## config.mk

```make
export PLATFORM = sky130hd
export DESIGN_NAME = pc_fetch_unit
export DESIGN_NICKNAME = d
export VERILOG_FILES = /design/src/rtl/pc_fetch_unit.sv
export SDC_FILE = /design/constraint.sdc
export NUM_CORES = 1
export LEC_CHECK = 0
export ABC_AREA = 1
export CAP_MARGIN = 5
export CORE_ASPECT_RATIO = 0.5
export CORE_UTILIZATION = 40
export DETAILED_ROUTE_END_ITERATION = 12
export PLACE_DENSITY = 0.65
export SLEW_MARGIN = 20
export SYNTH_ARGS = -nofsm -noshare
export SYNTH_HDL_FRONTEND = slang
export SYNTH_SLANG_ARGS = --single-unit
```

## constraint.sdc

```tcl
create_clock -name clk -period 13.65 [get_ports clk]
set_clock_uncertainty 0.05 [all_clocks]
set_input_delay 2.73 -clock clk [delete_from_list [all_inputs] [get_ports clk]]
set_output_delay 2.73 -clock clk [all_outputs]
set_load 0.02 [all_outputs]
```

## src/rtl/pc_fetch_unit.sv

```systemverilog
// Instruction fetch front end: owns the architectural PC, issues one outstanding
// fetch at a time and buffers returned words with their PCs toward decode.
module pc_fetch_unit #(
  parameter logic [31:0] RESET_PC    = 32'h0000_0000,
  parameter int unsigned QUEUE_DEPTH = 2
) (
  input  logic        clk,
  input  logic        rst,
  input  logic        redirect_valid,
  input  logic [31:0] redirect_pc,
  output logic        imem_req,
  output logic [31:0] imem_addr,
  input  logic        imem_gnt,
  input  logic        imem_rvalid,
  input  logic [31:0] imem_rdata,
  output logic        inst_valid,
  output logic [31:0] inst_data,
  output logic [31:0] inst_pc,
  input  logic        inst_ready
);

  localparam int unsigned PTR_W = (QUEUE_DEPTH > 1) ? $clog2(QUEUE_DEPTH) : 1;
  localparam int unsigned CNT_W = PTR_W + 1;

  typedef enum logic [1:0] {
    IDLE = 2'd0,
    REQ  = 2'd1,
    WAIT = 2'd2,
    DROP = 2'd3
  } state_t;

  typedef struct packed {
    logic [31:0] pc;
    logic [31:0] data;
  } entry_t;

  state_t           state_q, state_d;
  logic [31:0]      pc_q, pc_d;
  logic [31:0]      req_pc_q, req_pc_d;
  entry_t           mem_q [QUEUE_DEPTH];
  logic [PTR_W-1:0] rd_ptr_q, rd_ptr_d;
  logic [PTR_W-1:0] wr_ptr_q, wr_ptr_d;
  logic [CNT_W-1:0] count_q, count_d;
  logic             fire;
  logic             push;
  logic             pop;
  logic [31:0]      redirect_tgt;
  entry_t           push_entry;
  entry_t           head_d;
  logic             unused_bits;

  assign redirect_tgt = {redirect_pc[31:2], 2'b00};
  assign unused_bits  = ^redirect_pc[1:0];

  // imem_req is only ever high in REQ, so it doubles as the handshake qualifier
  assign fire = (state_q == REQ) && imem_req && imem_gnt;
  assign pop  = inst_valid && inst_ready;
  assign push = (state_q == WAIT) && imem_rvalid && !redirect_valid;

  assign push_entry.pc   = req_pc_q;
  assign push_entry.data = imem_rdata;

  // Fetch sequencing and PC update; redirect overrides both
  always_comb begin
    state_d  = state_q;
    pc_d     = pc_q;
    req_pc_d = req_pc_q;

    case (state_q)
      IDLE: state_d = REQ;
      REQ: begin
        if (fire) begin
          req_pc_d = pc_q;
          pc_d     = pc_q + 32'd4;
          state_d  = WAIT;
        end
      end
      WAIT: if (imem_rvalid) state_d = REQ;
      DROP: if (imem_rvalid) state_d = REQ;
      default: state_d = IDLE;
    endcase

    if (redirect_valid) begin
      pc_d = redirect_tgt;
      case (state_q)
        IDLE:    state_d = REQ;
        REQ:     state_d = fire ? DROP : REQ;
        WAIT:    state_d = imem_rvalid ? REQ : DROP;
        DROP:    state_d = imem_rvalid ? REQ : DROP;
        default: state_d = IDLE;
      endcase
    end
  end

  // Queue pointers/count and the entry that will sit at the head next cycle
  always_comb begin
    rd_ptr_d = rd_ptr_q;
    wr_ptr_d = wr_ptr_q;
    count_d  = count_q;

    if (redirect_valid) begin
      rd_ptr_d = '0;
      wr_ptr_d = '0;
      count_d  = '0;
    end else begin
      if (push) wr_ptr_d = wr_ptr_q + PTR_W'(1);
      if (pop)  rd_ptr_d = rd_ptr_q + PTR_W'(1);
      count_d = count_q + CNT_W'(push) - CNT_W'(pop);
    end

    head_d = mem_q[rd_ptr_d];
    // Entry being written this cycle becomes the head when the queue drains to it
    if (push && (count_q == CNT_W'(pop))) head_d = push_entry;
  end

  always_ff @(posedge clk or posedge rst) begin
    if (rst) begin
      state_q  <= IDLE;
      pc_q     <= RESET_PC;
      req_pc_q <= RESET_PC;
      rd_ptr_q <= '0;
      wr_ptr_q <= '0;
      count_q  <= '0;
    end else begin
      state_q  <= state_d;
      pc_q     <= pc_d;
      req_pc_q <= req_pc_d;
      rd_ptr_q <= rd_ptr_d;
      wr_ptr_q <= wr_ptr_d;
      count_q  <= count_d;
    end
  end

  always_ff @(posedge clk or posedge rst) begin
    if (rst) begin
      for (int unsigned i = 0; i < QUEUE_DEPTH; i++) mem_q[i] <= '0;
    end else if (push) begin
      mem_q[wr_ptr_q] <= push_entry;
    end
  end

  // Registered outputs computed from next-state values, so nothing from inst_ready reaches imem_req combinationally
  always_ff @(posedge clk or posedge rst) begin
    if (rst) begin
      imem_req   <= 1'b0;
      imem_addr  <= RESET_PC;
      inst_valid <= 1'b0;
      inst_data  <= '0;
      inst_pc    <= '0;
    end else begin
      imem_req   <= (state_d == REQ) && (count_d < CNT_W'(QUEUE_DEPTH));
      imem_addr  <= pc_d;
      inst_valid <= (count_d != '0);
      if (count_d != '0) begin
        inst_data <= head_d.data;
        inst_pc   <= head_d.pc;
      end
    end
  end

endmodule

```

==> results of run 1 <==
-- power breakdown --
group / leakage (nW) / internal [mW] / switching (mW)
clock network: 0.374 / 0.376 / 0.295
logic: 4.31 / 0.330 / 0.585
registers: 3.04 / 0.940 / 0.130
total: 7.73 / 1.65 / 1.01
-- flip-flops by register name, summed over array words and instances, names as in the netlist --
register	flops
inst_data	32
inst_pc	30
state_q	2
imem_req	1
inst_valid	1
imem_addr	30
wr_ptr_q	1
count_q	2
req_pc_q	30
rd_ptr_q	1
mem_q	124
-- worst reg2reg max path, delay by kind of cell, from the launching register on --
kind | cells | cell delay (ps)
adders and majority gates | 2 | 470
DFF | 1 | 410
and+or+nand+nor | 8 | 1060
buffers and inverters | 3 | 820
-- Yosys cell counts (4+ instances only) --
library cell / count / area [um^2]
nand3_1: 174 / 871
clkbuf_1: 40 / 150
buf_4: 5 / 37.5
inv_2: 4 / 15.0
buf_6: 8 / 90.1
buf_2: 40 / 200
dfrtp_1: 254 / 6360
inv_1: 238 / 893
nor2_1: 43 / 161
o21ai_1: 58 / 290
nand4_1: 63 / 394
xor2_1: 4 / 35.0
nand2_1: 623 / 2340
o21ai_0: 112 / 561
o21bai_1: 10 / 75.1
buf_1: 8 / 30.0
-- cell families (layout without fill, tap and decap cells) --
| family | count (synthesis) | in the layout | share of synthesized area (%) |
|---|---|---|---|
| other cells | 1 | 4 | 0.0296 |
| buf+inv | 343 | 461 | 11.2 |
| fa+ha+maj | 3 | 3 | 0.296 |
| simple gates | 911 | 911 | 30.3 |
| flops | 254 | 254 | 50.2 |
| xor+xnor | 6 | 6 | 0.415 |
| compound gates | 185 | 185 | 7.56 |
-- per-stage QoR --
stage | instance area, um^2 | setup WS [ps] | power (mW) | utilization, %
after floorplan | 12700 | 3880 | 1.64 | -
after detailed placement | 14500 | 7360 | 2.00 | 47.0
final | 15200 | 7920 | 2.66 | 49.5
after global routing | 15200 | 7720 | 2.84 | 49.5
after global placement | 14500 | 7390 | 1.98 | 47.0
after CTS | 15200 | 7910 | 2.68 | 49.5
-- final timing paths --
check,to,start,cells past startpoint,slack (ps)
max in group asynchronous,imem_addr[17]$_DFFE_PP0N_,rst,3,9320
max reg2reg,inst_data[17]$_DFFE_PP0P_,state_q[0]$_DFF_PP0_,13,10790
min,inst_pc[3]$_DFFE_PP0P_,inst_pc[3]$_DFFE_PP0P_,2,430
min reg2reg,inst_pc[3]$_DFFE_PP0P_,inst_pc[3]$_DFFE_PP0P_,2,430
min in group asynchronous,mem_q[87]$_DFFE_PP0P_,rst,2,2730
max,inst_data[17]$_DFFE_PP0P_,redirect_valid,11,7920
-- area by class of cell --
cell class | instances | area (um^2)
Clock buffer | 35 | 703
Clock inverter | 7 | 65.1
Fill cell | 3090 | 15500
Inverter | 242 | 916
Multi-Input combinational cell | 1109 | 4930
Sequential cell | 254 | 6360
Tap cell | 423 | 529
Timing Repair Buffer | 177 | 1730
-- layer usage --
layer	part of all wire [%]	wire length (um)
met5	0	0
met2	45	16100
met1	48	16800
met4	1.5	546
met3	5.4	1910
==> results.json, run 1 <==
{
  "status": "complete, no violations",
  "via_count": 11200,
  "grt.overflow.total": 0,
  "syn_area_per_cell_um2": 7.44,
  "min_period_ps": 5730,
  "grt.total_usage_pct": 22.2,
  "critical_path.n_buffers_inverters": 5,
  "clockBufferDepth": 3,
  "drv_slew": 0,
  "ios": 168,
  "final_hold_viol_count": 0,
  "grt_pass1_wl_mm": 57.4,
  "grt_max_degree": 129,
  "critPathTopFamily": "buffers and inverters",
  "drt_wl_total_mm": 35.4,
  "grt_busiest_layer": "met2",
  "ys_types": 29,
  "final_cells": 2247,
  "cts.sinks": 254,
  "fmax_mhz": 174,
  "ys_seq_area_share_pct": 50.2,
  "cap_violations": 0,
  "cp_max_fo": 42,
  "core_region_area_mm2": 0.0307,
  "dp.cells": 2205,
  "cts_setup_buffers": 0,
  "worst_path_most_repeated_cell": "nand2_1",
  "rsz0062_at_grt": "false",
  "clock_latency_ps": 530,
  "io_buffer_count": 161,
  "hold_class": "flip-flop to flip-flop",
  "row_count": 45,
  "setup_tns_ps": 0,
  "async_flop_share_pct": 100,
  "crit_required_ps": 14060,
  "yosys_register_bits": 254,
  "fin_nets": 1881,
  "grtUsageMet2_pct": 35.1,
  "cp-end-kind": "flip-flop",
  "antenna_found_initial": 0,
  "critPathKind": "input pin to flip-flop",
  "layout_common_cells": "nand2_1 (619), dfrtp_1 (254), inv_1 (236)",
  "ir_drop_mv": 0.112,
  "slowest_delay_ps": 600,
  "grt_pass1_vias": 10500,
  "die_h_um": 128,
  "syn_to_final_growth_pct": 20.3,
  "worst_pin_slew_ps": 977,
  "grt_util_met1_pct": 32.5,
  "cp.arrival_ps": 6150,
  "die_x_um": 254,
  "clk_pin_slew_ps": 70,
  "cts_resized": 0,
  "synth-edff-count": 0,
  "yosysWarnings": 0,
  "numCtsBuffers": 24,
  "synth_cells": 1703,
  "power_density_mw_per_mm2": 174,
  "dr.pass1.iters": 5,
  "dpl.hpwl_mm": 20.8,
  "crit_path_start_kind": "input pin",
  "vias_per_cell": 4.98,
  "cts.htree.levels": 1,
  "layout-drive-gt1-share_pct": 3.78,
  "diodes": 0,
  "gp_congestion": 0.797,
  "max_slew_margin_pct": 34.9,
  "wl_per_cell_um": 15.7,
  "crit_slowest_cell": "buf_4",
  "initial_core_util_pct": 41.2,
  "use_met3_pct": 3.23,
  "ys.flop_type": "dfrtp_1",
  "die-area_mm2": 0.0324,
  "netlist_area_mm2": 0.0127,
  "crit_path_cell_trace": "clkdlybuf4s50_1 -> buf_4 -> inv_2 -> buf_4 -> nand3_2 -> buf_4 -> nand2_1 -> nand2_1 -> nand2_1 -> nand3_1 -> nand2_1",
  "final_common_cell": "nand2_1",
  "holdWs_ps": 429,
  "min_period_over_period_pct": 42.0,
  "dr.first_iter.drc_count": 760,
  "drc": 0,
  "finalSetupViolCount": 0,
  "cts_tree": "built",
  "drtAntennaViolNets": 0,
  "hold_buffers": 0,
  "p_leak_nw": 7.73,
  "clockRootBuffer": "clkbuf_16"
}
Note: power is estimated with default switching activity, not from simulation.
==> run 2, diff against run 1 <==
PLACE_DENSITY = 0.67   (was 0.65)
clock period = 5 ns   (was 13.65 ns; I/O delays follow)
==> run 2 against run 1 <==
Against the previous run: power increased to 2.8 times the previous value; global-route usage decreased by 0.28 points; sequential power increased to 2.7 times the previous value; non-clock buffer count increased by 4; die area unchanged; first-iteration DRC count increased by 16%; setup slack got worse by 6600 ps; combinational power increased to 2.8 times the previous value; via count increased by 0.46%; critical path type unchanged; largest cell class unchanged; largest power group unchanged.
==> results.json, run 2 (same netlist as run 1, synthesis figures left out) <==
{
  "slowest_delay_ps": 780,
  "cts_setup_buffers": 0,
  "setup_tns_ps": 0,
  "fmax_mhz": 272,
  "rsz0062_at_grt": "false",
  "crit_path_cell_trace": "clkdlybuf4s50_1 -> inv_2 -> nand3_2 -> buf_12 -> nand2_1 -> nand2_1 -> nand2_1 -> nand3_1 -> nand2_1",
  "p_clk_share_pct": 25.7,
  "power_density_mw_per_mm2": 477,
  "grt_max_degree": 87,
  "crit_required_ps": 5420,
  "grt_pass1_vias": 10600,
  "ir_drop_mv": 0.223,
  "clockBufferDepth": 3,
  "via_count": 11200,
  "die-area_mm2": 0.0324,
  "clk_pin_slew_ps": 60,
  "total_power_mw": 7.32,
  "cts_tree": "built",
  "drt_wl_total_mm": 35.3,
  "vias_per_cell": 4.98,
  "status": "complete, no violations",
  "p_sw_share_pct": 37.8,
  "grt.overflow.total": 0,
  "fin_nets": 1886,
  "netSwitchingPower_mw": 2.77,
  "gp_congestion": 0.826,
  "min_period_ps": 3670,
  "drc": 0,
  "critPathKind": "input pin to flip-flop",
  "cp.arrival_ps": 4090,
  "final_hold_viol_count": 0,
  "hold_class": "flip-flop to flip-flop",
  "crit_path_start_kind": "input pin",
  "drtAntennaViolNets": 0,
  "grt_pass1_wl_mm": 56.8,
  "initial_core_util_pct": 41.2,
  "layout_common_cells": "nand2_1 (619), dfrtp_1 (254), inv_1 (236)",
  "reg_top3": "mem_q (124), inst_data (32)",
  "hold_buffers": 0,
  "cap_violations": 0,
  "regMostFlops": "mem_q",
  "cts_resized": 0,
  "comb_power_share_pct": 34.5,
  "holdWs_ps": 428,
  "cp-end-kind": "flip-flop",
  "cts.htree.levels": 1,
  "min_period_over_period_pct": 73.4,
  "finalSetupViolCount": 0,
  "max_slew_margin_pct": 37.8,
  "core_region_area_mm2": 0.0307,
  "wl_per_cell_um": 15.6,
  "die_h_um": 128,
  "intPower_mw": 4.55,
  "final_common_cell": "nand2_1",
  "drv_slew": 0,
  "clock_latency_ps": 530,
  "dr.pass1.iters": 6,
  "p_leak_nw": 7.78,
  "ios": 168,
  "row_count": 45,
  "numCtsBuffers": 25,
  "cts.sinks": 254,
  "die_x_um": 254,
  "antenna_found_initial": 0,
  "worst_path_most_repeated_cell": "nand2_1",
  "grt.total_usage_pct": 21.9,
  "worst_pin_slew_ps": 933,
  "cp_max_fo": 37,
  "dpl.hpwl_mm": 21.4,
  "syn_to_final_growth_pct": 21.3,
  "pwr-share-seq_pct": 39.8,
  "clockRootBuffer": "clkbuf_16",
  "dr.first_iter.drc_count": 882,
  "crit_slowest_cell": "clkdlybuf4s50_1",
  "layout-drive-gt1-share_pct": 3.99,
  "io_buffer_count": 161,
  "largest_reg_flops": 124
}
==> run 2: changes by cell type in the layout (fill, tap and decap cells not counted) <==
cell	delta
buf_12	+6
clkinv_2	+1
diode_2	+1
inv_8	-1
clkbuf_8	-1
buf_4	-2
clkbuf_1	+3
bufinv_16	+1
==> run 2: critical path: cells and delay by family <==
family                 cells  cell delay [ps]
buffers and inverters      3             1930
and+or+nand+nor            6             1130
==> run 2: layout make-up <==
cell class / instances / area (um^2)
diodes: 1 / 2.50
clock buffers: 37 / 701
clock inverters: 8 / 92.6
fillers: 3008 / 15400
inverters: 242 / 912
multi-input cells: 1109 / 4930
flip-flops and latches: 254 / 6360
well taps: 423 / 529
repair buffers: 181 / 1840
==> run 2: metrics by stage <==
stage,instances,utilization [%],area (um^2),worst slack (ps)
CTS,2254,50.0,15400,1410
detailed placement,2209,47.4,14600,837
floorplan,1706,-,12700,606
global route,2254,50.0,15400,1250
finish,2255,50.0,15400,1330
global placement,2209,47.4,14600,859
==> run 2: final timing paths <==
path | start | endpoint | slack, ps | cells past startpoint
min reg2reg | inst_data[15]$_DFFE_PP0P_ | inst_data[15]$_DFFE_PP0P_ | 430 | 2
max in group asynchronous | rst | inst_pc[28]$_DFFE_PP0P_ | 3110 | 3
min | inst_data[15]$_DFFE_PP0P_ | inst_data[15]$_DFFE_PP0P_ | 430 | 2
min in group asynchronous | rst | mem_q[22]$_DFFE_PP0P_ | 880 | 2
max reg2reg | state_q[0]$_DFF_PP0_ | inst_pc[24]$_DFFE_PP0P_ | 2160 | 9
max | redirect_valid | inst_data[28]$_DFFE_PP0P_ | 1330 | 9
==> run 2: layer usage <==
layer  vias to the layer above  GRT usage [%]  share of wire [%]
li1                       5540              -                  -
met1                      5336           30.6                 46
met2                       315           36.0                 46
met3                        44           3.29                5.5
met4                         0           4.93                1.9
met5                         -              0                  0
==> run 2: power groups by stage <==
stage / clock network, mW / registers, mW / logic (mW)
after global routing: 2.00 / 2.98 / 2.82
final: 1.88 / 2.92 / 2.53
after global placement: 0 / 2.94 / 2.49
after CTS: 1.92 / 2.92 / 2.53
after floorplan: 0 / 3.12 / 1.37
after detailed placement: 0 / 2.95 / 2.52
==> run 3, diff against run 2 <==
clock period = 3.1 ns   (was 5 ns; I/O delays follow)
==> run 3 against run 2 <==
Against the previous run: clock power increased by 67%; utilization increased by 1.0 points; combinational power increased by 67%; setup slack got worse by 660 ps; die area unchanged; largest cell class unchanged; largest power group unchanged.
==> results.json, run 3 (same netlist as run 1, synthesis figures left out) <==
{
  "wl_per_cell_um": 15.6,
  "min_period_over_period_pct": 78.3,
  "ios": 168,
  "r2r-start": "state_q[0]$_DFF_PP0_",
  "worst_pin_slew_ps": 894,
  "critical_path.n_buffers_inverters": 1,
  "drt_wl_total_mm": 35.5,
  "cp_max_fo": 8,
  "clockBufferDepth": 3,
  "dr.pass1.iters": 5,
  "slowest_delay_ps": 670,
  "syn_to_final_growth_pct": 23.8,
  "drv_slew": 0,
  "io_buffer_count": 161,
  "total_power_mw": 12.1,
  "grt_max_degree": 93,
  "clk_pin_slew_ps": 70,
  "fin_nets": 1908,
  "hold_buffers": 0,
  "cts.sinks": 254,
  "holdWs_ps": 354,
  "row_count": 45,
  "status": "complete, no violations",
  "dr.first_iter.drc_count": 867,
  "cp.arrival_ps": 1760,
  "final_common_cell": "nand2_1",
  "reg2reg_slack_ps": 800,
  "antenna_found_initial": 0,
  "crit_slowest_cell": "clkdlybuf4s50_1",
  "hold_class": "input pin to async pin",
  "cap_violations": 0,
  "r2r_cells": 9,
  "die_h_um": 128,
  "ir_drop_mv": 0.449,
  "regArea_mm2": 0.00636,
  "grt_pass1_wl_mm": 58.0,
  "p_leak_nw": 7.96,
  "timing.rr.end": "inst_data[17]$_DFFE_PP0P_",
  "power_density_mw_per_mm2": 771,
  "rsz0062_at_grt": "false",
  "via_count": 11300,
  "drtAntennaViolNets": 0,
  "grt.total_usage_pct": 22.3,
  "layout_common_cells": "nand2_1 (619), dfrtp_1 (254), inv_1 (236)",
  "gp_congestion": 0.841,
  "cts.htree.levels": 1,
  "crit_required_ps": 2430,
  "multi_input_area_mm2": 0.00493,
  "min_period_ps": 2430,
  "die_x_um": 254,
  "grt.overflow.total": 0,
  "drc": 0,
  "cts_resized": 0,
  "regMostFlops": "mem_q",
  "max_slew_margin_pct": 40.4,
  "numCtsBuffers": 24,
  "reg_top3": "mem_q (124), inst_data (32)",
  "cts_tree": "built",
  "final_hold_viol_count": 0,
  "layout-drive-gt1-share_pct": 5.45,
  "vias_per_cell": 4.98,
  "die-area_mm2": 0.0324,
  "dp.cells": 2232,
  "critPathKind": "flip-flop to output pin",
  "crit_path_start_kind": "flip-flop",
  "diodes": 0,
  "grt_pass1_vias": 11000,
  "cp-end-kind": "output pin",
  "fmax_mhz": 412,
  "critPathTopFamily": "buffers and inverters",
  "clock_latency_ps": 530,
  "final_cells": 2275,
  "crit_path_cell_trace": "clkdlybuf4s50_1",
  "clockRootBuffer": "clkbuf_16",
  "initial_core_util_pct": 41.2,
  "fillers": 3052,
  "core_region_area_mm2": 0.0307,
  "finalSetupViolCount": 0,
  "largest_reg_flops": 124,
  "dpl.hpwl_mm": 22.6,
  "cts_setup_buffers": 0
}
## run 3: cell type report
type / count / area share (%)
sequential: 254 / 40.5
inverter: 242 / 5.82
clock inverter: 4 / 0.287
timing repair buffer: 204 / 13.5
clock buffer: 39 / 5.09
multi-input combinational: 1109 / 31.4
tap: 423 / 3.38
## run 3: routing by layer
metal  track usage [%]  part of all wire, %  wire length [um]
met4              5.46                  2.1               737
met2              37.0                   46             16400
met5                 0                    0                 0
met3              3.70                  5.0              1780
met1              30.5                   47             16600
## run 3: how the worst max path moves through the flow
stage	to	start	depth (start not counted)	slack, ps
2_1_floorplan	count_q[0]$_DFF_PP0_	rst	1	-910
3_3_place_gp	inst_pc[9]$_DFFE_PP0P_	imem_rvalid	13	200
3_5_place_dp	inst_data[17]$_DFFE_PP0P_	imem_rvalid	9	170
4_1_cts	imem_addr[4]	imem_addr[4]$_DFFE_PP0N_	1	660
5_1_grt	inst_pc[9]$_DFFE_PP0P_	imem_rvalid	13	570
6_report	imem_addr[4]	imem_addr[4]$_DFFE_PP0N_	1	670
## run 3: where the power goes
group	internal (mW)	switching, mW
Combinational	1.62	2.61
Sequential	4.14	0.577
Clock	1.84	1.30
Total	7.59	4.49
## run 3: metrics by stage
step,worst slack [ps],area [um^2],utilization (%),TNS (ps)
2_1_floorplan,-914,12700,-,-232070
3_3_place_gp,205,14800,48.3,0
3_5_place_dp,173,14800,48.3,0
4_1_cts,657,15700,51.0,0
5_1_grt,569,15700,51.0,0
6_report,672,15700,51.0,0
